<file path="src/rtl/decode_operand_stage.sv">
// Decode and register-read stage for the KGP-RISC datapath.
// Decodes a 32-bit instruction, reads rs/rt from an internal register file
// with same-cycle write-back bypass, interlocks on pending destinations via
// a scoreboard, and presents the operand bundle from one registered slot
// that holds under backpressure.
module decode_operand_stage #(
  parameter int NREGS = 32,
  parameter bit SB_EN = 1'b1
) (
  input  logic        clk,
  input  logic        rst,
  input  logic        in_valid,
  input  logic [31:0] in_instr,
  output logic        in_ready,
  input  logic        wb_en,
  input  logic [4:0]  wb_addr,
  input  logic [31:0] wb_data,
  output logic        out_valid,
  input  logic        out_ready,
  output logic [31:0] rsData,
  output logic [31:0] rtData,
  output logic [4:0]  shamt,
  output logic [21:0] imm,
  output logic [2:0]  opcode,
  output logic [3:0]  fcode,
  output logic [4:0]  rs_addr
);

  logic [31:0]      regs_r [NREGS];
  logic [NREGS-1:0] pending_r;
  logic [NREGS-1:0] pending_nxt_s;

  logic [2:0]  opcode_s;
  logic [3:0]  fcode_s;
  logic [4:0]  rs_s;
  logic [4:0]  rt_s;
  logic [4:0]  shamt_s;
  logic [21:0] imm_s;
  logic        rtype_s;
  logic        writes_s;
  logic        rs_wb_hit_s;
  logic        rt_wb_hit_s;
  logic [31:0] rs_val_s;
  logic [31:0] rt_val_s;
  logic        hz_s;
  logic        accept_s;

  // Field extraction, source/destination classification and bypassed reads.
  always_comb begin
    opcode_s = in_instr[31:29];
    fcode_s  = in_instr[28:25];
    rs_s     = in_instr[24:20];
    rt_s     = in_instr[19:15];
    shamt_s  = in_instr[14:10];
    imm_s    = in_instr[21:0];
    rtype_s  = (opcode_s == 3'b000);
    case (opcode_s)
      3'b000, 3'b001, 3'b010: writes_s = 1'b1;
      default:                writes_s = 1'b0;
    endcase
    // A write-back to r0 is discarded, so it must never be forwarded either.
    rs_wb_hit_s = wb_en && (wb_addr == rs_s) && (rs_s != 5'd0);
    rt_wb_hit_s = wb_en && (wb_addr == rt_s) && (rt_s != 5'd0);
    if (rs_wb_hit_s) begin
      rs_val_s = wb_data;
    end else begin
      rs_val_s = regs_r[rs_s];
    end
    if (rt_wb_hit_s) begin
      rt_val_s = wb_data;
    end else begin
      rt_val_s = regs_r[rt_s];
    end
  end

  // Hazard detection and handshake; a write-back arriving this cycle resolves its own hazard.
  always_comb begin
    hz_s = (pending_r[rs_s] && !(wb_en && (wb_addr == rs_s))) ||
           (rtype_s && pending_r[rt_s] && !(wb_en && (wb_addr == rt_s)));
    in_ready = !hz_s && (!out_valid || out_ready);
    accept_s = in_valid && in_ready;
  end

  // Next scoreboard state: clear on write-back, then set on accept so set wins.
  always_comb begin
    pending_nxt_s = pending_r;
    if (wb_en) begin
      pending_nxt_s[wb_addr] = 1'b0;
    end else begin
      pending_nxt_s = pending_nxt_s;
    end
    if (accept_s && writes_s) begin
      pending_nxt_s[rs_s] = 1'b1;
    end else begin
      pending_nxt_s = pending_nxt_s;
    end
    pending_nxt_s[0] = 1'b0;
    if (SB_EN == 1'b0) begin
      pending_nxt_s = {NREGS{1'b0}};
    end else begin
      pending_nxt_s = pending_nxt_s;
    end
  end

  // Scoreboard register.
  always_ff @(posedge clk) begin
    if (rst) begin
      pending_r <= {NREGS{1'b0}};
    end else begin
      pending_r <= pending_nxt_s;
    end
  end

  // Register file; r0 is never written so it always reads zero.
  always_ff @(posedge clk) begin
    if (rst) begin
      for (int i = 0; i < NREGS; i++) begin
        regs_r[i] <= 32'd0;
      end
    end else if (wb_en && (wb_addr != 5'd0)) begin
      regs_r[wb_addr] <= wb_data;
    end
  end

  // Output slot: load on accept, drain when consumed, otherwise hold.
  always_ff @(posedge clk) begin
    if (rst) begin
      out_valid <= 1'b0;
      rsData    <= 32'd0;
      rtData    <= 32'd0;
      shamt     <= 5'd0;
      imm       <= 22'd0;
      opcode    <= 3'd0;
      fcode     <= 4'd0;
      rs_addr   <= 5'd0;
    end else if (accept_s) begin
      out_valid <= 1'b1;
      rsData    <= rs_val_s;
      rtData    <= rt_val_s;
      shamt     <= shamt_s;
      imm       <= imm_s;
      opcode    <= opcode_s;
      fcode     <= fcode_s;
      rs_addr   <= rs_s;
    end else if (out_valid && out_ready) begin
      out_valid <= 1'b0;
    end
  end

endmodule

</file>
<file path="config.mk">
export PLATFORM = sky130hd
export DESIGN_NAME = decode_operand_stage
export DESIGN_NICKNAME = d
export VERILOG_FILES = /design/src/rtl/decode_operand_stage.sv
export SDC_FILE = /design/constraint.sdc
export NUM_CORES = 2
export LEC_CHECK = 0
export BUFFER_PORTS_ARGS = -buffer_cell sky130_fd_sc_hd__buf_2
export CELL_PAD_IN_SITES_DETAIL_PLACEMENT = 1
export CELL_PAD_IN_SITES_GLOBAL_PLACEMENT = 2
export CORE_MARGIN = 4
export CORE_UTILIZATION = 50
export DETAILED_ROUTE_END_ITERATION = 16
export PLACE_DENSITY_LB_ADDON = 0.1
export SYNTH_ARGS = -nofsm -noshare
export SYNTH_HDL_FRONTEND = slang
export SYNTH_SLANG_ARGS = --single-unit
</file>
<file path="constraint.sdc">
create_clock -name clk -period 8.8 [get_ports clk]
set_input_delay 0.44 -clock clk [delete_from_list [all_inputs] [get_ports clk]]
set_output_delay 0.44 -clock clk [all_outputs]
set_load 0.02 [all_outputs]
</file>
# [After elaboration in Yosys (flattened, before gate mapping)]
# Memories as Yosys holds them, arrays and structs flattened. A register that Yosys moved wholly into a read port is not among the register bits.
# Cells that the tools add are included.
[classes] addsub=0 n_mul=0 div_mod_pow=0 n_lt_le_gt_ge=5 eq_ne=4 shift=0 muxes=21 n_bitwise=3 n_reduce_logical=23
[op_table] operator="32-bit two-way mux" n=3
[op_table] operator="32-bit AND" n=1
[op_table] operator="32-bit inverter" n=1
[op_table] operator="32-bit OR" n=1
[op_table] operator="32-bit OR reduction" n=1
[op_table] operator="5-bit by 6-bit < comparator with 1-bit output, second input constant" n=3
[op_table] operator="1-bit two-way mux" n=13
[op_table] operator="1-bit logical AND" n=12
[op_table] operator="1-bit binary-select mux with 5-bit select" n=2
[op_table] operator="1-bit demux with 5-bit select" n=2
[op_table] operator="5-bit == test" n=2
[op_table] operator="5-bit by 1-bit greater-or-equal comparator with 1-bit output, second input constant" n=2
[op_table] operator="5-bit two-way mux" n=1
[op_table] operator="5-bit nonzero test" n=1
[op_table] operator="1-bit logical NOT" n=4
[op_table] operator="3-bit by 1-bit == test with 1-bit output, second input constant" n=1
[op_table] operator="3-bit by 2-bit == test with 1-bit output, second input constant" n=1
[op_table] operator="3-bit logical NOT" n=1
[op_table] operator="3-bit OR reduction" n=1
[op_table] operator="1-bit logical OR" n=2
[op_table] operator="2-bit nonzero test" n=1
[totals] ff_bits=72 latchBits=0 ramBits=1024 romBits=0 in_bits=74 output_inout_bits=105 wordCells=65 mem_count=1
[mem_list] name="regs_r" depth=32 word_bits=32 read_ports=2 rd_clocked_by_memory_dff=2 write_ports=32 line="29" text="logic [31:0] regs_r [NREGS];"

# [Depth between registers and ports, before layout]
[logic_depth] ltp_word=10 ltp_mapped=11 mapped_depth_nobuf=6

# [Least setup slack after synthesis]
# No wires, ideal clock.
[synth_path] path_kind="in2reg" startpoint="in wb_addr[2]" endpoint="reg pending_r[1]" setup_time_ns=0.268 t_arrival_ns=3.969 t_required_ns=8.532 path_slack_ns=4.563 path_stages=5 path_buffers=2 cell_sequence="clkbuf_1 > or3_1 > clkbuf_1 > o31ai_1 > o32ai_1"
[synth_between] elab_chain_len=10 elab_cells_between_ends=23 classes_between="order compare: 2; eq/ne: 2; mux: 4; bitwise: 3; reduce/logical: 12"
[synth_rtl] item="from (decl)" line="16" text="input logic [4:0] wb_addr,"
[synth_rtl] item="parallel branches: the longest is 9 deep, another holds 5-bit by 6-bit < comparator with 1-bit output"
[synth_rtl] item="32-bit two-way mux *" line="92" text="if (accept_s && writes_s) begin"
[synth_rtl] item="to (signal assigned)" line="108" text="pending_r <= {NREGS{1'b0}};"
[synth_rtl] item="to (signal assigned)" line="110" text="pending_r <= pending_nxt_s;"
[synth_rtl] item="to (decl)" line="30" text="logic [NREGS-1:0] pending_r;"
# Mark *: on every way between the ends.
# A chain may end at the register's enable or synchronous reset.

# [Worst setup path after layout]
[layout_path] startpoint="in in_instr[20]" endpoint="out in_ready"
[layout_between] elab_chain_len=7 elab_cells_between_ends=9 classes_between="eq/ne: 1; mux: 2; reduce/logical: 6"
[layout_rtl] item="from (decl)" line="13" text="input logic [31:0] in_instr,"
[layout_rtl] item="parallel branches: the longest is 3 deep, another holds 1-bit binary-select mux with 5-bit select"
[layout_rtl] item="1-bit logical AND *" line="78" text="hz_s = (pending_r[rs_s] && !(wb_en && (wb_addr == rs_s))) ||"
[layout_rtl] item="1-bit logical OR *" line="78"
[layout_rtl] item="1-bit logical NOT *" line="80" text="in_ready = !hz_s && (!out_valid || out_ready);"
[layout_rtl] item="1-bit logical AND *" line="80"
[layout_rtl] item="to (decl)" line="14" text="output logic in_ready,"
# Mark *: on every way between the ends. The select of a mux whose other input is x is not followed.

==> impl_results.md <==
* CP bufs+invs at 3
* Simple-Gate Fraction of Synth Area at 13.2%
* Design Area, Final at 66300 um2
* Post-CTS Resized at 0
* # rows at 125
* RR Startpoint: pending_r[15]$_SDFF_PP0_
* Maximum level of the CTS H-tree at 4
* Worst EP arrival at 3.69 ns
* Synth Area in XOR/XNOR at 0.148%
* RR Endpoint: pending_r[7]$_SDFF_PP0_
* DIE AREA at 124000 um2
* Static Leak at 22.9 nW
* Global-route wire length before repair at 321 mm
* RSZ-0062 raised after global routing: false
* Stages on worst setup path at 8
* Critical Path Sink Type: output port
* Synth unique cells at 57
* Cells after Synth at 4013
* Slew HR at 14.7%
* Worst-Skew Late Latency at 0.77 ns
* FF-to-FF setup slack at 5.59 ns
* Inserted Clock Buffers at 134
* Share of flip-flops with an asynchronous set or reset at 0%
* Crit-path cells: buf_8, buf_4, mux2_1, a22o_1, a2111oi_2, o2111ai_1, a21oi_1, buf_2
* Delay-heaviest family, CP: buffers and inverters
* Buffers on Ports at 178
* Pre-CTS WS at 3.95 ns
* Hold slack at 0.0613 ns
* Pwr Total at 0.0135 W
* Reg2Reg Depth at 7
* Skew final at 0.0195 ns
* Clk sink count at 1152
* IO Count at 179
* Worst hold start: rst
* Worst path slowest cell: buf_4
* Die W at 352 um
* Avg Cell Area, Syn at 14.7 um2
* Seq/Total Area, Yosys at 56.3%
* Core box area at 117000 um2
* Initial antenna violation count at 33
* Hpwl dp at 122 mm
* Power per standard cell area at 204 nW/um2
* Initial Util at 50.6%
* Setup Viol. Count Final at 0
* CP required at 8.36 ns
* Die span in y at 352 um
* Routed WL at 231 mm
* Placed Area at 61700 um2
* Flop pwr share at 47.7%
* Final #Nets at 4106
* TritonCTS clock tree: yes
* Largest family of logic cells by synthesized area: multiplexers
* Startpoint types: input pin
* Internal at 0.0101 W
* Worst-Margin Slew at 1.28 ns
* Final period util at 46.9%
* Worst Hold Depth at 1
* Max FO, Critical Path at 69
* Sw Pwr at 0.00339 W
* First DRT Iteration DRCs at 5603
* Clock Path Buffers at 3
* Hold path endpoint: regs_r[0][5]$_SDFFCE_PN0P_
* Largest net degree at the start of global routing at 106
* P&R area growth vs syn at 12.0%
* All-Layer GR Usage at 36.9%
* Routed WL per cell at 40.6 um
* Hold Vio Cnt, Final at 0
* Mux cell area share after synthesis at 22.3%
* Setup TNS at 0 ns
* Root Driver: clkbuf_16
* Layout cells sized above 1 at 26.8%
* Hold Path Class: input pin to register
* Placer congestion estimate at 0.847
* Crit path setup slack, layout at 4.67 ns
* Synth warn at 0
* Fraction of power spent switching nets at 25.1%
* Post-Synth Adder-Cell Area at 0%
* Overflow after GRT at 0
* Post-Syn Area at 59100 um2
* Max-Cap Viols at 0
* Power share of the combinational group at 11.4%
* Number of iterations in the first detailed-routing pass at 5
* Max frequency at 0.242 GHz
* Ys flop type: edfxtp_1
* Crit path time final at 4.13 ns
* Setup CP Type: input pin to output port
* Post-route ant nets at 0
* EDFF count, synth at 1024
* Synth Area in Compound Gates at 4.81%
* Vias at 40700
* Clk network pwr share at 40.9%
* Final Max Slew Viols at 0
* Max VDD drop at 0.220 mV
* Max stage delay on crit path at 0.78 ns
* Via/cell ratio at 7.16
* Residual DRC at 0
* Status: complete, no violations
* Clk pin slew, worst setup/hold paths at 0.06 ns
* Flops & latches, synth at 1152
* Number of global-route vias before repair at 42300
-- layout make-up --
type	instances	area, um2
Inverter	9	41.3
Antenna cell	21	52.6
Clock buffer	186	3840
Tap cell	1524	1910
Timing Repair Buffer	305	1970
Fill cell	10800	50600
Sequential cell	1152	33300
Clock inverter	53	434
Multi-Input combinational cell	2430	24700
-- power by group through the flow --
stage / logic, W / clock network (W) / registers (W)
floorplan: 0.000926 / 0 / 0.00653
global placement: 0.00149 / 0 / 0.00650
detailed placement: 0.00151 / 0 / 0.00654
CTS: 0.00152 / 0.00556 / 0.00643
global route: 0.00160 / 0.00579 / 0.00646
finish: 0.00154 / 0.00552 / 0.00644
-- stage by stage --
step	std cells	utilization (%)
6_report	5680	56.7
5_1_grt	5663	56.7
4_1_cts	5659	56.7
3_5_place_dp	5398	52.8
3_3_place_gp	5398	52.8
2_1_floorplan	4044	-
-- registers in the layout, summed over array words and instances (netlist names) --
signal and count:
imm 17, regs_r 1024, shamt 4, rsData 32
out_valid 1, fcode 4, rs_addr 4, pending_r 31
rtData 32, opcode 3
-- cells in the final DEF (no fill, tap or decap), drive strengths merged, types with 5 or more instances in the layout --
cell / netlist / layout
edfxtp: 1024 / 1024
and2: 992 / 992
mux4: 519 / 519
buf: 109 / 283
clkbuf: 344 / 186
nand2: 177 / 177
o22ai: 129 / 129
dfxtp: 128 / 128
mux2i: 107 / 107
a22oi: 65 / 65
o211ai: 52 / 52
clkinv: 0 / 41
mux2: 39 / 39
nor2: 37 / 37
nand4: 34 / 34
a22o: 33 / 33
nor4: 33 / 33
a221oi: 33 / 33
o21ai: 33 / 33
conb: 1 / 32
o31ai: 28 / 28
dlygate4sd3: 0 / 22
diode: 0 / 21
inv: 9 / 11
xor2: 10 / 10
nand3: 10 / 10
nand3b: 7 / 7
o311ai: 7 / 7
bufinv: 0 / 7
nor3: 6 / 6
or3b: 5 / 5
-- cell families (layout without fill, tap and decap cells) --
group,Yosys count,in the layout
muxes,665,665
and+or+nand+nor,1325,1325
other,1,53
xor gates and xnor gates,10,10
DFF,1152,1152
AOI/OAI and AO/OA,398,398
buffers and inverters,462,553
-- worst max-delay path by stage --
| stage | to | slack (ns) | startpoint |
|---|---|---|---|
| global placement | pending_r[4]$_SDFF_PP0_ | 4.03 | in_instr[20] |
| global route | in_ready | 4.50 | in_instr[20] |
| floorplan | pending_r[1]$_SDFF_PP0_ | 4.56 | wb_addr[2] |
| finish | in_ready | 4.67 | in_instr[20] |
| CTS | in_ready | 4.61 | in_instr[20] |
| detailed placement | pending_r[7]$_SDFF_PP0_ | 3.95 | in_instr[20] |
-- per-layer routing --
metal / wire length, um / track usage (%)
met1: 79400 / 45.3
met2: 110000 / 59.5
met3: 25300 / 8.52
met4: 15700 / 23.1
met5: 31 / 0
-- cells in the mapped netlist, types with 3 or more instances --
library cell	number	area [um2]
a21oi_1	4	20.0
a221oi_1	33	289
a22o_1	33	289
a22oi_1	65	488
and2_1	992	6210
and3b_1	3	26.3
buf_1	21	78.8
buf_2	75	375
buf_4	8	60.1
buf_6	5	56.3
clkbuf_1	344	1290
dfxtp_1	128	2560
edfxtp_1	1024	30700
inv_1	8	30.0
mux2_1	7	78.8
mux2_2	32	360
mux2i_1	107	1070
mux4_2	519	11700
nand2_1	177	664
nand3_1	10	50.1
nand3b_1	7	52.6
nand4_1	34	213
nor2_1	37	139
nor2b_1	4	25.0
nor3_1	6	30.0
nor4_1	33	206
o211ai_1	52	390
o21ai_0	33	165
o22ai_1	129	807
o311ai_0	7	61.3
o31ai_1	28	210
o32ai_1	4	35.0
or3_1	4	25.0
or3b_2	5	43.8
xor2_1	10	87.6
-- what timing repair did --
action / CTS / global route
endpoints found under the hold margin: 22 / 0
buffers inserted: 0 / 0
hold buffers: 22 / 0
Note: power is estimated with default switching activity, not from simulation.
